$ cat config.mk
export PLATFORM = sky130hd
export DESIGN_NAME = key_note_selector
export DESIGN_NICKNAME = d
export VERILOG_FILES = /design/src/rtl/key_note_selector.sv
export SDC_FILE = /design/constraint.sdc
export NUM_CORES = 1
export LEC_CHECK = 0
export CAP_MARGIN = 10
export CORE_MARGIN = 3
export CORE_UTILIZATION = 56
export DETAILED_ROUTE_END_ITERATION = 12
export PLACE_DENSITY = 0.8
export SLEW_MARGIN = 0
export SYNTH_ARGS = -nofsm -noshare
export SYNTH_HDL_FRONTEND = slang
export SYNTH_SLANG_ARGS = --single-unit
$ cat constraint.sdc
create_clock -name Clk -period 2.3 [get_ports Clk]
set_input_delay 0.69 -clock Clk [delete_from_list [all_inputs] [get_ports Clk]]
set_output_delay 0.69 -clock Clk [all_outputs]
set_load 0.02 [all_outputs]
$ cat src/rtl/key_note_selector.sv
// Piano key front end: synchronises and debounces 24 keys (C4..B5), then picks the
// key offset for the frequency lookup using last-note priority (24 = no note).
module key_note_selector #(
  parameter int TICK_DIV       = 50000,
  parameter int DEBOUNCE_TICKS = 16
) (
  input  logic        Clk,
  input  logic        Reset,
  input  logic [23:0] Keys,
  output logic [4:0]  Offset,
  output logic        NoteOn,
  output logic        NoteChange
);

  localparam int             NK        = 24;
  localparam int             TW        = $clog2(TICK_DIV);
  localparam logic [TW-1:0]  TICK_LAST = TW'(TICK_DIV - 1);
  localparam logic [7:0]     CNT_LAST  = 8'(DEBOUNCE_TICKS - 1);
  localparam logic [4:0]     NO_NOTE   = 5'd24;

  logic [NK-1:0] sync1_q, sync2_q;
  logic [TW-1:0] tick_cnt_q, tick_cnt_d;
  logic          sample_tick;
  logic [NK-1:0] stable_q, stable_d;
  logic [NK-1:0] stable_prev_q;
  logic [7:0]    cnt_q [NK];
  logic [7:0]    cnt_d [NK];
  logic [NK-1:0] pressed, released;
  logic [4:0]    offset_q, offset_d;
  logic          note_on_q, note_on_d;
  logic          note_change_q, note_change_d;

  function automatic logic [4:0] lowest_set(input logic [NK-1:0] v);
    lowest_set = NO_NOTE;
    for (int i = NK - 1; i >= 0; i--) begin
      if (v[i]) lowest_set = 5'(i);
    end
  endfunction

  // Shared prescaler: one sample tick every TICK_DIV cycles for all keys.
  always_comb begin
    sample_tick = (tick_cnt_q == TICK_LAST);
    tick_cnt_d  = sample_tick ? '0 : tick_cnt_q + 1'b1;
  end

  always_comb begin
    stable_d = stable_q;
    for (int i = 0; i < NK; i++) begin
      cnt_d[i] = cnt_q[i];
      if (sample_tick) begin
        if (sync2_q[i] == stable_q[i]) begin
          cnt_d[i] = '0;
        end else if (cnt_q[i] == CNT_LAST) begin
          stable_d[i] = sync2_q[i];
          cnt_d[i]    = '0;
        end else begin
          cnt_d[i] = cnt_q[i] + 8'd1;
        end
      end
    end
  end

  // Newest press wins; releasing the sounding key falls back to the lowest held key.
  always_comb begin
    pressed  = stable_q & ~stable_prev_q;
    released = ~stable_q & stable_prev_q;
    offset_d = offset_q;
    if (pressed != '0) begin
      offset_d = lowest_set(pressed);
    end else if (offset_q != NO_NOTE && released[offset_q]) begin
      offset_d = lowest_set(stable_q);
    end
    note_change_d = (offset_d != offset_q);
    note_on_d     = (offset_d != NO_NOTE);
  end

  always_ff @(posedge Clk) begin
    if (Reset) begin
      sync1_q       <= '0;
      sync2_q       <= '0;
      tick_cnt_q    <= '0;
      stable_q      <= '0;
      stable_prev_q <= '0;
      for (int i = 0; i < NK; i++) cnt_q[i] <= '0;
      offset_q      <= NO_NOTE;
      note_on_q     <= 1'b0;
      note_change_q <= 1'b0;
    end else begin
      sync1_q       <= Keys;
      sync2_q       <= sync1_q;
      tick_cnt_q    <= tick_cnt_d;
      stable_q      <= stable_d;
      stable_prev_q <= stable_q;
      for (int i = 0; i < NK; i++) cnt_q[i] <= cnt_d[i];
      offset_q      <= offset_d;
      note_on_q     <= note_on_d;
      note_change_q <= note_change_d;
    end
  end

  assign Offset     = offset_q;
  assign NoteOn     = note_on_q;
  assign NoteChange = note_change_q;

endmodule

==> results.tsv <==
stage	metric	value	unit
run_status	status	completed	
setup_path	r2r endpoint	NoteChange$_SDFF_PP0_	
global_routing	initial antenna violation count	0	
synthesis	Synth area leaders	dfxtp_1, nor2_1, xor2_1	
pwr	IR drop worst, VDD	0.688	mV
setup_path	CP max stage cell	or4_1	
routing	via count	12109	
clock_tree	CTS Buffer Depth	3	
sta	RSZ-0062 raised after global routing	yes	
sta	setup TNS	0	ns
global_routing	total grt overflow	0	
clock_tree	CTS tree	built	
global_routing	pin count of the biggest net entering global routing	95	
finish	final std cells w/o fill	2097	
setup_path	top fanout value on the critical path	7	
synthesis	Post-synth EDFFs	0	
finish	Core Util, Final	68.8	%
floorplan	die height	165	um
setup_path	R2R setup slack	0.003	ns
pwr	clock power share	47.0	%
synthesis	FFs w/ async S/R, synth	0	%
global_routing	GR peak layer	met2	
global_routing	GRT Total Usage	23.3	%
finish	share of layout cells above drive strength 1	13.3	%
synthesis	Distinct cells, synth	71	
min_path	Hold Path Class	in -> reg	
global_routing	GR Util met2	41.4	%
sta	Pins Over Slew Limit	0	
routing	number of routed nets with antenna violations	0	
routing	DR DRC count	0	
setup_path	crit-path leading delay family	compound AO/OA/AOI/OAI gates	
routing	vias per inst	5.77	
setup_path	crit-path cells	buf_4, or4_1, a311o_1, o211ai_1, o211a_1, o2111ai_1, nand4b_1, a41oi_1	
synthesis	Yosys warning count	0	
floorplan	I/O pin total	33	
pwr	combinational power share	2.3	%
global_routing	vias in the first global route	11571	
sta	Worst-Margin Slew	0.629	ns
floorplan	Initial Utilization	57.6	%
synthesis	post-synth top area cell	dfxtp_1	
floorplan	die area	0.0273	mm2
flow_run	maxcap violations	0	
min_path	hold path endpoint	stable_q[21]$_SDFFE_PP0P_	
sta	worst hold slack	0.364	ns
sta	Final min period	2.30	ns
place	gpl congestion	0.966	
pwr	pwr/cell area	635	mW/mm2
clock_tree	clk sinks	311	
setup_path	CP startpoint kind	flop	
floorplan	Die X	165	um
setup_path	Worst Reg-to-Reg Cells	8	
finish	fill count	1901	
synthesis	register area share after synthesis	43.9	%
routing	Detailed Route WL	32800	um
sta	period utilization	99.9	%
clock_tree	cts bufs inserted	31	
sta	Finish-stage setup viols	0	
setup_path	Buf/Inv on CP	1	
synthesis	flop and latch count out of synthesis	311	
sta	Peak Freq	435	MHz
synthesis	area share of the largest cell type after synthesis	43.9	%
floorplan	Std-Cell Rows	57	
finish	Area Overhead vs Synth	19.5	%
finish	antenna cells	0	
clock_tree	Clk Latency, worst-skew pair	0.57	ns
setup_path	crit path capture type	flop	
pwr	switching share of power	20.7	%
synthesis	Synth Flop Type	dfxtp_1	
pwr	Internal Power	8.53	mW
synthesis	top post-synthesis cells by count	dfxtp_1, nor2_1, nand2_1	
setup_path	worst r2r src	stable_q[21]$_SDFFE_PP0P_	
place	I/O Buffers	32	
clock_tree	Worst-path clk slew	0.06	ns
sta	clk_skew	0.00615	ns
synthesis	Gate Count Post-Synth	1638	
finish	nets@finish	1803	
routing	First DRT Iteration DRCs	699	
global_routing	global-route met1 utilization	28.9	%
pwr	static leakage	6.61	nW
min_path	Hold Path Depth	2	
setup_path	crit path kind	reg -> reg	
pwr	post-route total power	10.8	mW
sta	Relative slew margins	57.6	%
pwr	Seq pwr share	50.7	%
place	DP Cell Count	2031	
synthesis	syn_area_per_cell	8.65	um2
setup_path	crit path DAT	2.74	ns
global_routing	first-pass GRT wire length	53600	um
floorplan	Placeable Area	0.0246	mm2
place	dpl hpwl	22000	um
pwr	Net Switching	2.23	mW
synthesis	most common cell in the netlist	dfxtp_1	
synthesis	Synth Net Count	1689	
synthesis	mapped cell area	0.0142	mm2
setup_path	CP max stage delay	0.52	ns
routing	First-pass DRT Iterations	5	
global_routing	met3 Use GR	3.17	%
setup_path	Critical Path RT	2.74	ns
min_path	Worst Hold Launch	Reset	
clock_tree	CTS Root Cell	clkbuf_16	
setup_path	Crit path depth	8	
clock_tree	htree depth	1	
sta	final hold viol count	0	
routing	routed len/inst	15.6	um
==> stage by stage <==
step | instance area, um2 | setup WS (ns)
finish | 16900 | 0.00331
global route | 16900 | -0.0917
floorplan | 14200 | -0.000279
global placement | 15500 | -0.160
CTS | 16700 | -0.0185
detailed placement | 15500 | -0.172
==> logic make-up (layout without fill, tap and decap cells) <==
logic type / after synthesis / count (layout) / share of synthesized area, %
and+or+nand+nor: 776 / 776 / 28.7
DFF: 311 / 311 / 43.9
AOI/OAI and AO/OA: 242 / 242 / 10.3
xor gates and xnor gates: 176 / 176 / 10.9
buffers and inverters: 89 / 224 / 2.65
adders and majority gates: 25 / 25 / 2.21
muxes: 19 / 19 / 1.35
==> power by group through the flow <==
| stage | clock, mW | combinational, mW | sequential (mW) |
|---|---|---|---|
| after floorplan | 0 | 0.148 | 5.57 |
| after global placement | 0 | 0.239 | 5.57 |
| after detailed placement | 0 | 0.244 | 5.58 |
| after CTS | 5.16 | 0.246 | 5.45 |
| after global routing | 5.37 | 0.270 | 5.46 |
| final | 5.06 | 0.245 | 5.45 |
==> per-layer routing <==
| layer | up-vias | wire length (um) |
|---|---|---|
| li1 | 5957 | - |
| met1 | 5765 | 14500 |
| met2 | 309 | 15900 |
| met3 | 78 | 1330 |
| met4 | 0 | 1030 |
| met5 | - | 0 |
==> state kept, by name, indices dropped and copies added, names as in the netlist <==
| register | cells |
|---|---|
| NoteChange | 1 |
| NoteOn | 1 |
| Offset | 5 |
| cnt_q | 192 |
| stable_prev_q | 24 |
| stable_q | 24 |
| sync1_q | 24 |
| sync2_q | 24 |
| tick_cnt_q | 16 |
==> layout by cell type (no fill, tap or decap), types with 52 or more instances in the layout <==
master,netlist,routed
xnor2_1,76,76
nand4_1,52,52
nor2b_1,93,92
nor2_1,241,235
buf_4,0,113
a21oi_1,86,85
dfxtp_1,311,303
nand2_1,125,125
nand3_1,81,80
xor2_1,100,100
o21ai_0,84,83
==> how the worst max path moves through the flow <==
stage / startpoint / endpoint / slack (ns)
after floorplan: Offset[0]$_SDFF_PP0_ / NoteChange$_SDFF_PP0_ / -0.0003
after global placement: Offset[0]$_SDFF_PP0_ / NoteChange$_SDFF_PP0_ / -0.16
after detailed placement: Offset[0]$_SDFF_PP0_ / NoteChange$_SDFF_PP0_ / -0.17
after CTS: stable_q[6]$_SDFFE_PP0P_ / NoteOn$_SDFF_PP0_ / -0.02
after global routing: Offset[2]$_SDFF_PP0_ / NoteOn$_SDFF_PP0_ / -0.09
final: stable_q[21]$_SDFFE_PP0P_ / NoteChange$_SDFF_PP0_ / 0.003
==> repair_timing <==
action | in CTS | in global routing
hold buffers | 0 | 0
pin swaps | 12 | 17
gates resized for setup | 32 | 42
gates cloned | 0 | 1
buffers inserted | 6 | 5
endpoints found under the setup margin | 11 | 89
==> area by class of cell <==
type,instances,area [um2],share of cell area [%]
Multi-Input combinational cell,1238,7850,46.3
Sequential cell,311,6240,36.8
Timing Repair Buffer,157,1370,8.10
Clock buffer,42,877,5.18
Tap cell,324,405,2.39
Clock inverter,12,150,0.886
Inverter,13,48.8,0.288
(Power assumes the default switching activity.)
==> patch (config.mk and constraints unchanged) <==
Compare `tick_cnt_q` against `TICK_LAST` with >= in place of ==.
--- a/src/rtl/key_note_selector.sv
+++ b/src/rtl/key_note_selector.sv
@@ -39,7 +39,7 @@
 
   // Shared prescaler: one sample tick every TICK_DIV cycles for all keys.
   always_comb begin
-    sample_tick = (tick_cnt_q == TICK_LAST);
+    sample_tick = (tick_cnt_q >= TICK_LAST);
     tick_cnt_d  = sample_tick ? '0 : tick_cnt_q + 1'b1;
   end
 
Check against the original RTL: no difference found for any inputs over 10 cycles, from zero or initial values and one cycle with Reset high; that may be too few to reach the edited logic, so the function may still have changed.
==> patch against the original RTL <==
Power increased by 4.7%; sequential share of layout area decreased by 0.93 points; cell area increased by 2.8%; core utilization decreased by 0.68 points; global-route usage increased by 0.076 points; setup slack improved by 0.026 ns; non-clock buffer count decreased by 23; clock skew increased by 0.0014 ns; area after synthesis increased by 3.9%; wire length increased by 9.1%; sequential cell count unchanged; largest cell class unchanged; highest routed layer unchanged.
==> patch: results (changes against the original RTL) <==
outcome: "complete, no violations"
ff2ff_path_depth: 8  # unchanged
wl_per_cell_um: 16.5  # +5.6%
root_buffer: "clkbuf_16"
grt_pass1_wl_um: 56100  # +4.7%
synth_cell_types: 73  # +2.8%
largest-register: "cnt_q"
port_buffers: 32  # unchanged
htreeDepth: 2  # +1
dr_wl_met3_um: 1970  # +48%
vias: 12700  # +4.8%
peakVddDrop_mv: 0.663  # -3.5%
first_global_vias: 11900  # +2.6%
fin_skew_ns: 0.00751  # +0.00136 ns
whs_endpoint: "tick_cnt_q[0]"
drt_first_pass_iters: 5  # unchanged
grt_antenna_before_repair: 0  # unchanged
yosys_warnings: 0  # unchanged
hp-start: "tick_cnt_q[0]"
grt_max_degree: 154  # +62%
track_usage_pct: 23.3  # +0.076 points
p_leak_nw: 6.93  # +4.9%
cpPeakStageDelay_ns: 0.48  # -0.04 ns
synth_async_sr_flop_share_pct: 0  # unchanged
cts_buffers: 34  # +9.7%
tightest_slew_ns: 0.659  # +0.0300 ns
crit_slowest_cell: "mux4_2"
top_layer: "met4"
ys_top_cells_by_count: "dfxtp_1, nor2_1, a21oi_1"
insertion_delay_ns: 0.51  # -0.06 ns
drive_above_1_share_pct: 12.6  # -0.72 points
clk_pin_slew_ns: 0.06  # about the same
ctsLongestPathBuffers: 3  # unchanged
r2r-end: "NoteOn"
min_delay_path_depth: 1  # -1
first_iter_violations: 982  # +40%
netlist_top_cells_area: "dfxtp_1, nor2_1, a21oi_1"
crit_family: "multiplexers"
hold_path.class: "register to register"
largest_reg_flops: 192  # unchanged
diodes: 0  # unchanged
r2r-start: "stable_q[10]"
yosysSeqAreaShare_pct: 42.3  # -1.7 points
gp_congestion: 0.976  # +1.0%
synth_nets: 1783  # +5.6%
yosysTopAreaCell: "dfxtp_1"
wl_met1_um: 15700  # +8.2%
reg2reg_slack_ns: 0.03  # +0.03 ns
dp.final_hpwl_um: 22800  # +3.4%
crit_fanout: 6  # -1
worstPathArrival_ns: 2.63  # -0.11 ns
nNetsFinal: 1867  # +3.5%
met2_length_um: 17100  # +7.3%
## patch: changes by cell type after synthesis, moves of 29 or more
| cell | delta |
|---|---|
| a22o_1 | +37 |
| and3_1 | +46 |
| xor2_1 | -52 |
| nor2_1 | -52 |
| o21ai_0 | +41 |
| nand4_1 | -43 |
| nor3b_1 | +30 |
| nor3_1 | +39 |
| or3_1 | +29 |
| xnor2_1 | -29 |
| a21oi_1 | +49 |
## patch: layer usage
layer  vias to the layer above  GRT usage (%)
met5                         -              0
met4                         0           6.58
met3                        73           3.12
met2                       357           40.1
met1                      5985           31.0
li1                       6281              -
## patch: through the flow
stage | cells | hold slack (ns) | worst slack [ns] | area [um^2] | util [%]
after global routing | 2165 | 0.441 | -0.0382 | 17400 | 68.2
final | 2165 | 0.428 | 0.0293 | 17400 | 68.2
after CTS | 2147 | 0.436 | 0.00280 | 17000 | 66.4
after detailed placement | 2091 | 0.423 | -0.114 | 15800 | 61.8
after floorplan | 1732 | 0.414 | 0.0313 | 14700 | -
after global placement | 2091 | 0.417 | -0.0263 | 15800 | 61.8
## patch: worst max path at each step
| stage | startpoint | end | depth (start not counted) | slack [ns] |
|---|---|---|---|---|
| after floorplan | tick_cnt_q[0] | cnt_q[0][15] | 9 | 0.03 |
| after global placement | stable_q[2] | NoteOn | 7 | -0.03 |
| after detailed placement | tick_cnt_q[0] | cnt_q[2][21] | 10 | -0.11 |
| after CTS | stable_q[5] | NoteOn | 8 | 0.003 |
| after global routing | stable_prev_q[2] | NoteOn | 9 | -0.04 |
| final | stable_q[10] | NoteOn | 8 | 0.03 |
## patch: what timing repair did
item,4_1_cts,5_1_grt
gates resized for setup,15,56
pin swaps,1,22
endpoints found under the setup margin,72,84
setup buffers,1,11
gates cloned,0,7
## patch: logic make-up after synthesis
family | count (synthesis) | share of synthesized area [%]
buffers and inverters | 100 | 3.19
adder cells (fa/ha/maj) | 25 | 2.12
XOR/XNOR | 95 | 5.65
multiplexers | 29 | 2.51
flip-flops | 311 | 42.3
AND/OR/NAND/NOR | 818 | 30.1
AO/OA/AOI/OAI | 354 | 14.2
## patch: layout make-up
cell class                      instances  area [um^2]
Multi-Input combinational cell       1321         8240
Fill cell                            2020         8130
Sequential cell                       311         6250
Timing Repair Buffer                  134         1310
Clock buffer                           51         1070
Tap cell                              330          413
Clock inverter                          4         70.1
Inverter                               14         55.1
## patch: where the power goes
| group | internal (mW) | total [mW] | switching, mW |
|---|---|---|---|
| combinational | 0.120 | 0.288 | 0.168 |
| clock | 3.41 | 5.53 | 2.12 |
| sequential | 5.43 | 5.45 | 0.0223 |
| total | 8.96 | 11.3 | 2.31 |
